===== config.mk =====
export PLATFORM = sky130hd
export DESIGN_NAME = i2c_scl_gen_stretch
export DESIGN_NICKNAME = d
export VERILOG_FILES = /design/src/rtl/i2c_scl_gen_stretch.sv
export SDC_FILE = /design/constraint.sdc
export NUM_CORES = 1
export LEC_CHECK = 0
export ABC_AREA = 1
export CAP_MARGIN = 25
export CORE_MARGIN = 2
export CORE_UTILIZATION = 62
export DETAILED_ROUTE_END_ITERATION = 10
export PLACE_DENSITY_LB_ADDON = 0.3
export SETUP_SLACK_MARGIN = 0.02
export SLEW_MARGIN = 10
export SYNTH_ARGS = -nofsm -noshare
export SYNTH_HDL_FRONTEND = slang
export SYNTH_SLANG_ARGS = --single-unit

===== constraint.sdc =====
create_clock -name clk -period 6.5 [get_ports clk]
set_clock_uncertainty 0.05 [all_clocks]
set_input_delay 1.3 -clock clk [delete_from_list [all_inputs] [get_ports clk]]
set_output_delay 1.3 -clock clk [all_outputs]
set_load 0.02 [all_outputs]

===== src/rtl/i2c_scl_gen_stretch.sv =====
// -----------------------------------------------------------------------------
// i2c_scl_gen_stretch
//
// I2C master bus-clock generator. One bit time is four quarters ("phases") of
// div_cur clk cycles each:
//   phase 0 : SCL driven low,  data_clk=0  (data may change)
//   phase 1 : SCL driven low,  data_clk=1
//   phase 2 : SCL released,    data_clk=1, switch_range=1 (SCL-high sample)
//   phase 3 : SCL released,    data_clk=0
// During phase 2 a target may hold SCL low (clock stretching). The pad
// readback is synchronised and the quarter counter is frozen while SCL reads
// low, bounded by a programmable timeout that raises a sticky error.
//
// Ports
//   clk            system clock
//   rst            synchronous active-high reset
//   enable         run request from the bit FSM (sampled at bit boundaries)
//   div            quarter period in clk cycles (0 behaves as 1)
//   div_load       pulse: capture div into the pending divider register
//   stretch_en     allow the target to stretch the SCL-high phase
//   timeout        stretch limit in clk cycles (0 selects DEF_TIMEOUT)
//   err_clr        clears timeout_err
//   scl_in         asynchronous SCL pad readback
//   scl_oe         1 = pull SCL low, 0 = release
//   data_clk       data-phase clock (high in phases 1 and 2)
//   switch_range   high during phase 2
//   phase          current quarter 0..3
//   cycle_done     one-cycle pulse on the last cycle of phase 3
//   stretch_active counter currently held by a target stretch
//   timeout_err    sticky stretch-timeout flag
//   busy           generator is running
// -----------------------------------------------------------------------------
module i2c_scl_gen_stretch #(
    parameter int DIV_W       = 18,
    parameter int DEF_DIV     = 35000,
    parameter int SYNC_STAGES = 2,
    parameter int TO_W        = 20,
    parameter int DEF_TIMEOUT = 1000000
) (
    input  logic             clk,
    input  logic             rst,
    input  logic             enable,
    input  logic [DIV_W-1:0] div,
    input  logic             div_load,
    input  logic             stretch_en,
    input  logic [TO_W-1:0]  timeout,
    input  logic             err_clr,
    input  logic             scl_in,
    output logic             scl_oe,
    output logic             data_clk,
    output logic             switch_range,
    output logic [1:0]       phase,
    output logic             cycle_done,
    output logic             stretch_active,
    output logic             timeout_err,
    output logic             busy
);

    localparam logic [DIV_W-1:0] DEF_DIV_V  = DIV_W'(DEF_DIV);
    localparam logic [DIV_W-1:0] SYNC_CMP   = DIV_W'(SYNC_STAGES);
    localparam logic [DIV_W-1:0] DIV_ONE    = DIV_W'(1);
    localparam logic [TO_W-1:0]  DEF_TO_V   = TO_W'(DEF_TIMEOUT);
    localparam logic [TO_W:0]    TO_INC_ONE = (TO_W+1)'(1);

    typedef enum logic {
        IDLE = 1'b0,
        RUN  = 1'b1
    } state_t;

    state_t           state_reg, state_next;
    logic [DIV_W-1:0] cnt_reg, cnt_next;
    logic [1:0]       phase_reg, phase_next;
    logic [DIV_W-1:0] div_cur_reg, div_cur_next;
    logic [DIV_W-1:0] div_pend_reg, div_pend_next;
    logic [TO_W-1:0]  to_cnt_reg, to_cnt_next;
    logic             to_hit_reg, to_hit_next;
    logic             stretch_reg, stretch_next;
    logic             err_reg, err_next;

    logic             scl_sync;
    logic             run;
    logic             last_cnt;
    logic             hold;
    logic             to_now;
    logic [DIV_W-1:0] div_pend_eff;
    logic [TO_W-1:0]  to_limit;
    logic [TO_W:0]    to_inc;

    // ---------------------------------------------------------------------
    // SCL readback synchroniser; resets to 1 (idle bus level) so a freshly
    // reset block never sees a phantom stretch.
    // ---------------------------------------------------------------------
    genvar gi;
    generate
        for (gi = 0; gi < SYNC_STAGES; gi++) begin : g_sync
            logic q_reg;
            if (gi == 0) begin : g_first
                always_ff @(posedge clk) begin
                    if (rst) q_reg <= 1'b1;
                    else     q_reg <= scl_in;
                end
            end else begin : g_rest
                always_ff @(posedge clk) begin
                    if (rst) q_reg <= 1'b1;
                    else     q_reg <= g_sync[gi-1].q_reg;
                end
            end
        end
    endgenerate

    assign scl_sync = g_sync[SYNC_STAGES-1].q_reg;

    // ---------------------------------------------------------------------
    // Next-state / datapath
    // ---------------------------------------------------------------------
    assign run          = (state_reg == RUN);
    assign last_cnt     = (cnt_reg == div_cur_reg - DIV_ONE);
    assign div_pend_eff = (div_pend_reg == '0) ? DIV_ONE : div_pend_reg;
    assign to_limit     = (timeout == '0) ? DEF_TO_V : timeout;
    assign to_inc       = {1'b0, to_cnt_reg} + TO_INC_ONE;

    // The blanking window (cnt >= SYNC_STAGES) hides the synchroniser's
    // stale "low" from phase 1, when we were still pulling SCL down.
    assign hold   = run && (phase_reg == 2'd2) && stretch_en &&
                    (cnt_reg >= SYNC_CMP) && !scl_sync && !to_hit_reg;
    assign to_now = hold && (to_inc >= {1'b0, to_limit});

    always_comb begin
        state_next    = state_reg;
        cnt_next      = cnt_reg;
        phase_next    = phase_reg;
        div_cur_next  = div_cur_reg;
        div_pend_next = div_load ? div : div_pend_reg;
        to_cnt_next   = to_cnt_reg;
        to_hit_next   = to_hit_reg;
        stretch_next  = 1'b0;
        // A timeout in the same cycle as err_clr keeps the flag set.
        err_next      = (err_reg && !err_clr) || to_now;

        case (state_reg)
            IDLE: begin
                cnt_next     = '0;
                phase_next   = 2'd0;
                div_cur_next = div_pend_eff;
                to_cnt_next  = '0;
                to_hit_next  = 1'b0;
                if (enable) state_next = RUN;
            end

            RUN: begin
                if (hold) begin
                    to_cnt_next = to_inc[TO_W-1:0];
                    if (to_now) to_hit_next  = 1'b1;
                    else        stretch_next = 1'b1;
                end else if (last_cnt) begin
                    cnt_next    = '0;
                    phase_next  = phase_reg + 2'd1;
                    to_cnt_next = '0;
                    to_hit_next = 1'b0;
                    if (phase_reg == 2'd3) begin
                        // Bit boundary: only place the period may change and
                        // the only place we may stop, so SCL ends released.
                        div_cur_next = div_pend_eff;
                        if (!enable) state_next = IDLE;
                    end
                end else begin
                    cnt_next = cnt_reg + DIV_ONE;
                end
            end

            default: state_next = IDLE;
        endcase
    end

    always_ff @(posedge clk) begin
        if (rst) begin
            state_reg    <= IDLE;
            cnt_reg      <= '0;
            phase_reg    <= 2'd0;
            div_cur_reg  <= DEF_DIV_V;
            div_pend_reg <= DEF_DIV_V;
            to_cnt_reg   <= '0;
            to_hit_reg   <= 1'b0;
            stretch_reg  <= 1'b0;
            err_reg      <= 1'b0;
        end else begin
            state_reg    <= state_next;
            cnt_reg      <= cnt_next;
            phase_reg    <= phase_next;
            div_cur_reg  <= div_cur_next;
            div_pend_reg <= div_pend_next;
            to_cnt_reg   <= to_cnt_next;
            to_hit_reg   <= to_hit_next;
            stretch_reg  <= stretch_next;
            err_reg      <= err_next;
        end
    end

    // ---------------------------------------------------------------------
    // Outputs: decoded from registers only.
    // ---------------------------------------------------------------------
    assign busy           = run;
    assign phase          = phase_reg;
    assign scl_oe         = run && (phase_reg == 2'd0 || phase_reg == 2'd1);
    assign data_clk       = run && (phase_reg == 2'd1 || phase_reg == 2'd2);
    assign switch_range   = run && (phase_reg == 2'd2);
    assign cycle_done     = run && (phase_reg == 2'd3) && last_cnt;
    assign stretch_active = stretch_reg;
    assign timeout_err    = err_reg;

endmodule


# --- After elaboration in Yosys (flattened, before gate mapping) ---
# Cells that the tools add are included.
# W data, S select, Z words.
word_totals:
  regBits: 82
  inputBits: 45
  elab_cells: 77
op_classes:
  n_addsub: 4
  n_lt_le_gt_ge: 2
  eq_ne: 9
  n_mux: 25
  bitwise_logic: 2
  reduce_logical: 24
op_table:
  columns: ["cell", "count"]
  rows:
  - ["$mux W18", 6]
  - ["$pmux W18 S2", 2]
  - ["$mux W20", 3]
  - ["$pmux W20 S2", 1]
  - ["$add A20 B1 Y21 const B", 1]
  - ["$ge A21 B20 Y1", 1]
  - ["$logic_not A20 Y1", 1]
  - ["$add A18 B1 Y18 const B", 1]
  - ["$eq A18 B18 Y1", 1]
  - ["$ge A18 B2 Y1 const B", 1]
  - ["$logic_not A18 Y1", 1]
  - ["$sub A18 B1 Y18 const B", 1]
  - ["$logic_and A1 B1 Y1", 11]
  - ["$mux W1", 8]
  - ["$eq A2 B2 Y1 const B", 2]
  - ["$mux W2", 2]
  - ["$ne A2 B1 Y1 const B", 2]
  - ["$pmux W1 S2", 2]
  - ["$pmux W2 S2", 1]
  - ["$reduce_and A2 Y1", 2]
  - ["$logic_not A1 Y1", 3]
  - ["$logic_or A1 B1 Y1", 3]
  - ["$ne A3 B1 Y1 const B", 1]
  - ["$ne A3 B2 Y1 const B", 1]
  - ["7 further kinds", 8]

# --- Logic depth before layout (Yosys ltp) ---
logic_depth:
  ltp_word: 10
  depth_mapped: 19
  mapped_depth_nobuf: 18

# --- Least setup slack after synthesis ---
# Ideal clock, no wire load.
synth_timing:
  path_type: "input -> register"
  start: "input timeout[11]"
  end: "register err_reg, in the netlist timeout_err"
  setup_time_ps: 70
  t_arrival_ps: 3072
  required_time_ps: 6380
  setup_slack_ps: 3307
  cell_stages: 15
  path_buffers: 0
  cell_sequence: "inv_1 -> nand2_1 -> nor4_1 -> nand2_1 -> nor2_1 -> nor2_1 -> ha_1 -> nand2_1 -> nor3_1 -> o21ai_0 -> o21ai_0 -> nand3_1 -> nand3_1 -> nand2_1 -> a21oi_1"
synth_via:
  elab_chain_cells: 5
synth_lines:
  columns: ["element", "line", "rtl"]
  rows:
  - ["start, declared", "46", "input logic [TO_W-1:0] timeout,"]
  - ["$logic_not A20 Y1", "119", "assign to_limit = (timeout == '0) ? DEF_TO_V : timeout;"]
  - ["$mux W20 *", "119", null]
  - ["$ge A21 B20 Y1 *", "126", "assign to_now = hold && (to_inc >= {1'b0, to_limit});"]
  - ["$logic_and A1 B1 Y1 *", "126", null]
  - ["$logic_or A1 B1 Y1 *", "138", "err_next = (err_reg && !err_clr) || to_now;"]
  - ["end signal, assigned", "195", "err_reg <= err_next;"]
  - ["end, declared", "78", "logic err_reg, err_next;"]
# Every way passes the cells marked *; elsewhere a longest branch is shown, timed or not.
# A chain may end at the register's enable or synchronous reset.

# --- Final worst setup path ---
layout_timing:
  start: "register div_cur_reg[0]"
  end: "output cycle_done"
layout_via:
  elab_chain_cells: 3
layout_lines:
  columns: ["element", "line", "rtl"]
  rows:
  - ["start, declared", "73", "logic [DIV_W-1:0] div_cur_reg, div_cur_next;"]
  - ["start signal, assigned", "190", "div_cur_reg <= div_cur_next;"]
  - ["$sub A18 B1 Y18", "117", "assign last_cnt = (cnt_reg == div_cur_reg - DIV_ONE);"]
  - ["$eq A18 B18 Y1", "117", null]
  - ["$logic_and A1 B1 Y1", "207", "assign cycle_done = run && (phase_reg == 2'd3) && last_cnt;"]
  - ["end, declared", "53", "output logic cycle_done,"]
# No other way between the ends.

==> flow_summary.ini <==
[status]
outcome = completed

[cts]
clock_path_buffers = 2
cts.sinks = 82
holdBufCountCts = 0
insertion_delay_ns = 0.35
clk_pin_slew_ns = 0.08
cts_tree = done
ctsResizeCount = 0
htreeDepth = 3
cts-buffers-inserted = 9
post_cts_buffers = 0
cts_root_buf = clkbuf_8

[floorplanning]
dieArea_mm2 = 0.00917
die_x_um = 95.7
ioPinCount = 54
rows = 33
initial_utilization_pct = 63.8
fp.dieH_um = 95.7
fp.coreArea_mm2 = 0.00818

[worst_setup_path]
crit_path_end_kind = primary output
start_kind = register
crit_path_start = div_cur_reg[0]$_SDFFE_PP0P_
required_ns = 5.15
slowest_delay_ns = 0.61
crit_arrival_ns = 2.98
path_cells = inv_2, ha_1, inv_1, nand2_1, nand2_1, nor2_1, nand2_1, nor2_1, nand2_1, nor2_1, nand2_1, nor2_2, nand3_4, nor2_1, nand2_1, inv_1, clkdlybuf4s50_1
path_common_cell = nand2_1
rr_startpoint = to_cnt_reg[0]$_SDFFE_PP0P_
critPathMaxFanout = 4
slowest_stage = clkdlybuf4s50_1
setup.worst_path.class = register to primary output

[timing]
grt_setup_unrepaired = false
setup_violations = 0
maxSlewHeadroom_pct = 35.1
post-route-min-period_ns = 4.33
hold_viol_final = 0
finalWorstSetupSlack_ns = 2.17
whs_ns = 0.368
min_period_over_period_pct = 66.6
slew_viol_final = 0
worst_pin_slew_ns = 0.967
setup_tns_ns = 0
max_freq_mhz = 231

[cells_and_area]
final-seq-area_mm2 = 0.00164
final_util_pct = 73.5
drive_gt1_share_pct = 5.32
area_delta_synth_final_pct = 15.1
nFillCells = 667
multiInputGateArea_mm2 = 0.00309
nets = 916
largest_register_ffs = 20
fin_area_mm2 = 0.00601
antenna_cells = 0

[global_route]
gr-usage-all-layers_pct = 31.5
grt_pass1_vias = 4808
grt_first_pass_wirelength_um = 22400
gr-total-overflow = 0
antenna_found_initial = 0
grt_max_degree = 38

[job]
maxCapViolations = 0

[synthesis]
ys_warn_count = 0
synth_top_area_share_pct = 31.5
ys_types = 38
synthTopCellsByArea = dfxtp_1 31%, nand2_1 15%, nor2_1 7.8%
ys_seq_area_share_pct = 31.5
async_flop_share_pct = 0
synth_common_cells = 207 x nand2_1, 108 x nor2_1, 92 x inv_1, 82 x dfxtp_1, 53 x nand3_1
syn_area_mm2 = 0.00522
synth_fp_nets = 874
avgSynthCellArea_um2 = 6.51
yosys.area.top_type = dfxtp_1
yosysMostFrequentCell = nand2_1
ys_ff_latch = 82
synthCells = 801
synth_ff_type = dfxtp_1
synth-edff-count = 0

[detailed_routing]
ant_nets = 0
drt_wl_total_um = 13600
remaining_drc_errors = 0
num_vias = 5221
drt_iter0_drc = 437
firstDrtPassIters = 5
vias_per_cell = 5.49
post_drt_wl_per_cell_um = 14.3

[power_and_ir_drop]
p_leak_nw = 2.62
ir_drop_v = 0.000172
p_per_area_mw_per_mm2 = 188

[min_path]
min_from = g_sync[0].q_reg$_SDFF_PP1_
holdCritPathClass = register to register

[place]
place_congestion = 0.947
place_hpwl_um = 10300
place_area_mm2 = 0.00578
io_buffers = 53
place_ws_ns = 2.42
[routing by layer]
| layer | share of wire (%) | up-vias | global-route usage, % |
|---|---|---|---|
| met3 | 6.0 | 27 | 5.25 |
| met5 | 0 | - | 0 |
| li1 | - | 2647 | - |
| met1 | 46 | 2369 | 42.8 |
| met4 | 2.2 | 0 | 9.76 |
| met2 | 46 | 178 | 51.3 |
[report_power, final]
group | switching, mW | internal, mW | total [mW]
registers | 0.0223 | 0.520 | 0.542
logic | 0.0866 | 0.0646 | 0.151
clock network | 0.183 | 0.251 | 0.434
[per-stage QoR]
step                cells  total power, mW
detailed placement    937            0.702
floorplan             801            0.648
CTS                   951             1.13
finish                951             1.13
global placement      937            0.697
global route          951             1.18
[critical path: cells and delay by family, from the launching register on]
family	cells	cell delay, ns
fa+ha+maj	1	0.31
buf+inv	4	0.81
flops	1	0.41
simple gates	12	1.12
[logic make-up (layout without fill, tap and decap cells)]
family                   Yosys count  after routing  share of synthesized area, %
AO/OA/AOI/OAI                     78             78                          7.79
XOR/XNOR                          37             37                          6.21
adder cells (fa/ha/maj)           28             28                          6.71
buffers and inverters            122            167                          9.28
flip-flops                        82             82                          31.5
AND/OR/NAND/NOR                  454            454                          38.5
[cell usage in the layout, fill, tap and decap left out]
cell,n
a21oi_1,39
and2_1,2
buf_4,2
bufinv_16,3
clkbuf_8,9
clkdlybuf4s50_1,53
clkinv_1,3
clkinvlp_4,2
dfxtp_1,82
ha_1,28
inv_1,92
inv_2,3
nand2_1,207
nand2_2,9
nand2_4,1
nand3_1,53
nand3_2,1
nand3_4,2
nand3b_1,1
nand4_1,19
nor2_1,108
nor2_2,8
nor2_4,1
nor2_8,1
nor3_1,22
nor3b_1,1
nor4_1,13
o21a_1,2
o21ai_0,27
o21ai_1,5
o21bai_1,1
o221ai_1,1
o22ai_1,2
o31ai_1,1
or2_1,1
or2_2,3
or3_1,1
xnor2_1,9
xor2_1,28
[worst paths after layout]
kind,endpoint,slack [ns],cells past startpoint
worst max register to register,to_hit_reg$_SDFFE_PP0P_,3.25,18
worst max-delay path,cycle_done,2.17,17
worst min register to register,g_sync[1].q_reg$_SDFF_PP1_,0.37,1
worst min-delay path,g_sync[1].q_reg$_SDFF_PP1_,0.37,1
[cell type report]
| class | instances | area share (%) |
|---|---|---|
| Timing Repair Buffer | 55 | 9.08 |
| Clock buffer | 9 | 2.06 |
| Clock inverter | 5 | 1.75 |
| Multi-Input combinational cell | 597 | 51.5 |
| Inverter | 98 | 6.12 |
| Tap cell | 105 | 2.19 |
| Sequential cell | 82 | 27.3 |
Note: power is estimated with default switching activity, not from simulation.
